[src/rtl/imm_gen_pipe.sv]
// Registered immediate generator: decodes the immediate of each accepted instruction
// into a small in-order FIFO, with sideband tag, illegal-select flag and a saturating counter.
module imm_gen_pipe #(
    parameter int XLEN  = 32,
    parameter int DEPTH = 2,
    parameter int TAG_W = 8,
    parameter int CNT_W = 16
) (
    input  logic             clk,
    input  logic             rst,
    input  logic             flush,
    input  logic             in_valid,
    output logic             in_ready,
    input  logic [31:0]      inst,
    input  logic [4:0]       imm_sel,
    input  logic [TAG_W-1:0] in_tag,
    output logic             out_valid,
    input  logic             out_ready,
    output logic [XLEN-1:0]  imm,
    output logic [TAG_W-1:0] out_tag,
    output logic             out_illegal,
    output logic [CNT_W-1:0] illegal_cnt
);

    localparam int PTR_W = $clog2(DEPTH);
    localparam int LVL_W = PTR_W + 1;
    localparam logic [LVL_W-1:0] FULL_LVL = LVL_W'(DEPTH);
    localparam logic [CNT_W-1:0] CNT_MAX  = {CNT_W{1'b1}};

    logic [XLEN-1:0]  imm_mem_q [DEPTH];
    logic [TAG_W-1:0] tag_mem_q [DEPTH];
    logic             ill_mem_q [DEPTH];

    logic [PTR_W-1:0] head_q, head_d;
    logic [PTR_W-1:0] tail_q, tail_d;
    logic [LVL_W-1:0] count_q, count_d;
    logic [CNT_W-1:0] cnt_q, cnt_d;

    logic [XLEN-1:0]  dec_imm;
    logic             dec_ill;
    logic             push, pop;

    // Opcode bits never contribute to any immediate format.
    logic unused_opcode;
    assign unused_opcode = ^inst[6:0];

    // NOTE: every variable driven in always_comb gets a default first, so no path can infer a latch.
    always_comb begin
        dec_imm = '0;
        dec_ill = 1'b0;
        case (imm_sel)
            5'd0: dec_imm = '0;
            5'd1: dec_imm = XLEN'($signed({inst[31:25], inst[11:7]}));
            5'd2: dec_imm = XLEN'($signed({inst[31], inst[7], inst[30:25], inst[11:8], 1'b0}));
            5'd3: dec_imm = XLEN'($signed({inst[31:12], 12'b0}));
            5'd4: dec_imm = XLEN'($signed({inst[31], inst[19:12], inst[20], inst[30:21], 1'b0}));
            5'd5: dec_imm = XLEN'($signed(inst[31:20]));
            5'd6: begin
                if (XLEN == 32) dec_imm = XLEN'(inst[24:20]);
                else            dec_imm = XLEN'(inst[25:20]);
            end
            5'd7: dec_imm = XLEN'(inst[19:15]);
            default: dec_ill = 1'b1;
        endcase
    end

    assign in_ready  = (count_q < FULL_LVL);
    assign out_valid = (count_q != '0);
    assign push      = in_valid && in_ready;
    assign pop       = out_valid && out_ready;

    always_comb begin
        head_d  = head_q;
        tail_d  = tail_q;
        count_d = count_q;
        cnt_d   = cnt_q;
        if (flush) begin
            head_d  = '0;
            tail_d  = '0;
            count_d = '0;
        end else begin
            if (push) tail_d = tail_q + PTR_W'(1);
            if (pop)  head_d = head_q + PTR_W'(1);
            case ({push, pop})
                2'b10:   count_d = count_q + LVL_W'(1);
                2'b01:   count_d = count_q - LVL_W'(1);
                default: count_d = count_q;
            endcase
            if (push && dec_ill && cnt_q != CNT_MAX) cnt_d = cnt_q + CNT_W'(1);
        end
    end

    // NOTE: sequential state uses non-blocking assignments so every register samples pre-edge values.
    always_ff @(posedge clk) begin
        if (rst) begin
            head_q  <= '0;
            tail_q  <= '0;
            count_q <= '0;
            cnt_q   <= '0;
        end else begin
            head_q  <= head_d;
            tail_q  <= tail_d;
            count_q <= count_d;
            cnt_q   <= cnt_d;
        end
    end

    // NOTE: entry storage is not reset; the head outputs are gated by out_valid, so stale data never leaks.
    always_ff @(posedge clk) begin
        if (push && !flush) begin
            imm_mem_q[tail_q] <= dec_imm;
            tag_mem_q[tail_q] <= in_tag;
            ill_mem_q[tail_q] <= dec_ill;
        end
    end

    assign imm         = out_valid ? imm_mem_q[head_q] : '0;
    assign out_tag     = out_valid ? tag_mem_q[head_q] : '0;
    assign out_illegal = out_valid && ill_mem_q[head_q];
    assign illegal_cnt = cnt_q;

endmodule

[config.mk]
export PLATFORM = sky130hd
export DESIGN_NAME = imm_gen_pipe
export DESIGN_NICKNAME = d
export VERILOG_FILES = /design/src/rtl/imm_gen_pipe.sv
export SDC_FILE = /design/constraint.sdc
export NUM_CORES = 1
export LEC_CHECK = 0
export ABC_CLOCK_PERIOD_IN_PS = 3700
export CAP_MARGIN = 10
export CELL_PAD_IN_SITES_DETAIL_PLACEMENT = 1
export CELL_PAD_IN_SITES_GLOBAL_PLACEMENT = 2
export CORE_MARGIN = 3
export CORE_UTILIZATION = 32
export DETAILED_ROUTE_END_ITERATION = 10
export GPL_ROUTABILITY_DRIVEN = 0
export GPL_TIMING_DRIVEN = 0
export PLACE_DENSITY = 0.79
export SYNTH_ARGS = -nofsm -noshare
export SYNTH_HDL_FRONTEND = slang
export SYNTH_SLANG_ARGS = --single-unit
[constraint.sdc]
create_clock -name clk -period 3.7 [get_ports clk]
set_clock_uncertainty 0.2 [all_clocks]
set_input_delay 0.37 -clock clk [delete_from_list [all_inputs] [get_ports clk]]
set_output_delay 0.37 -clock clk [all_outputs]
set_load 0.01 [all_outputs]
==> flow_summary.ini <==
[outcome]
status = finished clean

[worst_setup_path]
r2r-start = illegal_cnt[0]
crit_buf_inv = 3
crit_family = buffers and inverters
required_ns = 3.13
end_kind = output port
worstSetupStartpointType = flop
crit_fanout = 10
path_class = reg -> out
slowest_delay_ns = 0.68
cp_cell_sequence = clkbuf_1 > clkbuf_1 > mux2i_1 > nor2_1 > clkdlybuf4s50_1
path_common_cell = clkbuf_1
slowest_stage = clkbuf_1
crit_arrival_ns = 2.41

[global_routing]
overflow = 0
grt_pass1_wl_um = 18700
grt_pass1_vias = 3529
grt_use_total = 0.149
grt_max_degree = 35
antenna_found_initial = 0

[routing]
routed_wl_um = 11800
drc = 0
via_count = 3343
avgViaCountPerCell = 4.97
drt_iter0_drc = 201
wl_per_cell_um = 17.6
first_pass_iters = 4
ant_nets = 0

[synthesis]
syn_inst = 378
synth_top_area_frac = 0.534
synth_cell_types = 40
synth-main-ff-cell = edfxtp_1
yosysMostFrequentCell = edfxtp_1
yosysWarnings = 0
synthTopCellsByArea = edfxtp_1 53%, mux2i_1 10%, dfxtp_1 9.1%, nor2_1 4.8%, a21o_1 3.3%
syn_area_um2 = 4610
ys_seq_elements = 103
synth_enable_flop_cells = 82
async_flop_share = 0
synth.net_count = 430
yosysTopAreaCell = edfxtp_1
ys_seq_area_frac = 0.625
syn_avg_cell_area_um2 = 12.2
synthTopCellsByCount = 82 x edfxtp_1, 59 x nor2_1, 47 x mux2i_1

[cts]
path_clk_slew_ns = 0.07
cts_setup_buffers = 0
cts_tree = yes
numCtsBuffers = 9
cts_buffer_depth = 2
clk_latency_ns = 0.33
cts-hold-fix-buffers = 0
cts-root-buf = clkbuf_16
cts_sinks = 103
cts.repair.resized = 0
cts.htree.levels = 3

[floorplanning]
coreArea_um2 = 14000
placementRows = 43
die_w_um = 126
start_util = 0.330
dieArea_um2 = 15900
die_y_um = 126
ios = 109

[timing]
rsz0062_at_grt = no
period_share = 0.804
layout_min_cycle_time_ns = 2.98
timing.hold.ws_ns = 0.336
max_freq_mhz = 336
slew_viol_final = 0
worstMarginPinSlew_ns = 0.868
setup-violations-final = 0
hold_viol_final = 0
relSlewSlack = 0.421

[job]
max_cap_violations = 0

[finish]
seqCellArea_um2 = 2880
stdcell_count = 673
layout.nets = 540
fin_area_um2 = 6190
drive_gt1_frac = 0.0568
multi_input_area_um2 = 1640
area_growth_pct = 34.2
fill_cells = 1511
antenna_cells = 0

[placement]
placed_cells = 657
dp_hpwl_um = 8590
placed_area_um2 = 5850
port_buffers = 97

[power]
comb_power_share = 0.104
peakVddDrop_uv = 262
internal-power_mw = 2.03
p_clk_frac = 0.397
pwr_density_cell_nw_per_um2 = 419
p_seq_frac = 0.499
leakagePower_nw = 2.17
switching_share = 0.217
p_switching_uw = 563

[worst_hold_path]
hold_start = illegal_cnt[1]
hp-class = reg -> reg
==> state kept, by name, indices dropped and copies added (netlist names), named ones only <==
register and count:
tag_mem_q 16, imm_mem_q 64, ill_mem_q 2, head_q 1, count_q 2, illegal_cnt 16, tail_q 1
==> worst paths after layout <==
kind | to | cells past startpoint | slack (ns)
worst max-delay path | imm[1] | 5 | 0.72
worst min-delay path | illegal_cnt[1] | 2 | 0.34
worst max register to register | illegal_cnt[0] | 5 | 1.19
worst min register to register | illegal_cnt[1] | 2 | 0.34
==> per-stage QoR <==
| stage | power [mW] | setup TNS (ns) | utilization | setup WS, ns |
|---|---|---|---|---|
| after floorplan | 1.44 | 0 | - | 0.571 |
| after global placement | 1.58 | -46.49 | 0.415 | -1.14 |
| after detailed placement | 1.59 | 0 | 0.419 | 0.731 |
| after CTS | 2.62 | 0 | 0.442 | 0.671 |
| after global routing | 2.70 | 0 | 0.442 | 0.571 |
| final | 2.59 | 0 | 0.442 | 0.724 |
==> cell usage in the layout, fill, tap and decap left out, types with 2 or more instances in the layout <==
master,instances
edfxtp_1,82
o21ai_0,4
ha_1,2
and2_1,7
mux2_2,7
nor2_1,58
o31ai_1,3
xor2_1,3
nand4_1,5
and3_1,3
nor3_1,15
bufinv_16,2
a22o_1,2
or4_1,3
nor4_1,5
buf_1,2
a21oi_1,9
dfxtp_1,21
a211oi_1,5
buf_12,2
clkbuf_16,9
nand2_1,19
xnor2_1,3
clkbuf_1,17
nand3_1,5
a41o_1,2
nor2b_1,7
a31oi_1,3
inv_1,5
clkinvlp_4,2
a21o_1,20
mux2i_1,47
clkdlybuf4s50_1,97
==> layout make-up <==
type	instances	share of cell area
flip-flops and latches	103	0.466
multi-input cells	249	0.265
repair buffers	99	0.163
clock buffers	10	0.0386
well taps	180	0.0364
clock inverters	6	0.0150
plain buffers	20	0.0123
inverters	6	0.00364
==> tightest hold or removal path, stage by stage (launching register included) <==
cell	delay, ns
dfxtp_1	0.35
nand2_1	0.08
mux2i_1	0.06
==> kinds of logic after synthesis <==
family / after synthesis / share of synthesized area
AOI/OAI and AO/OA: 52 / 0.0793
xor gates and xnor gates: 6 / 0.0114
adders and majority gates: 2 / 0.00543
buffers and inverters: 26 / 0.0214
DFF: 103 / 0.625
muxes: 54 / 0.119
and+or+nand+nor: 135 / 0.138
==> layer usage <==
layer / global-route usage / vias to the layer above / wire length [um]
met5: 0 / - / 0
met4: 0.0410 / 0 / 99
met3: 0.0267 / 7 / 442
met2: 0.249 / 80 / 5770
met1: 0.199 / 1644 / 5530
li1: - / 1612 / -
==> power groups by stage <==
stage / clock network, mW / logic [mW] / registers, mW
detailed placement: 0 / 0.275 / 1.32
finish: 1.03 / 0.270 / 1.29
floorplan: 0 / 0.123 / 1.32
global route: 1.11 / 0.294 / 1.29
CTS: 1.05 / 0.276 / 1.29
global placement: 0 / 0.265 / 1.32
No activity file was read; power rests on OpenSTA's default activity.
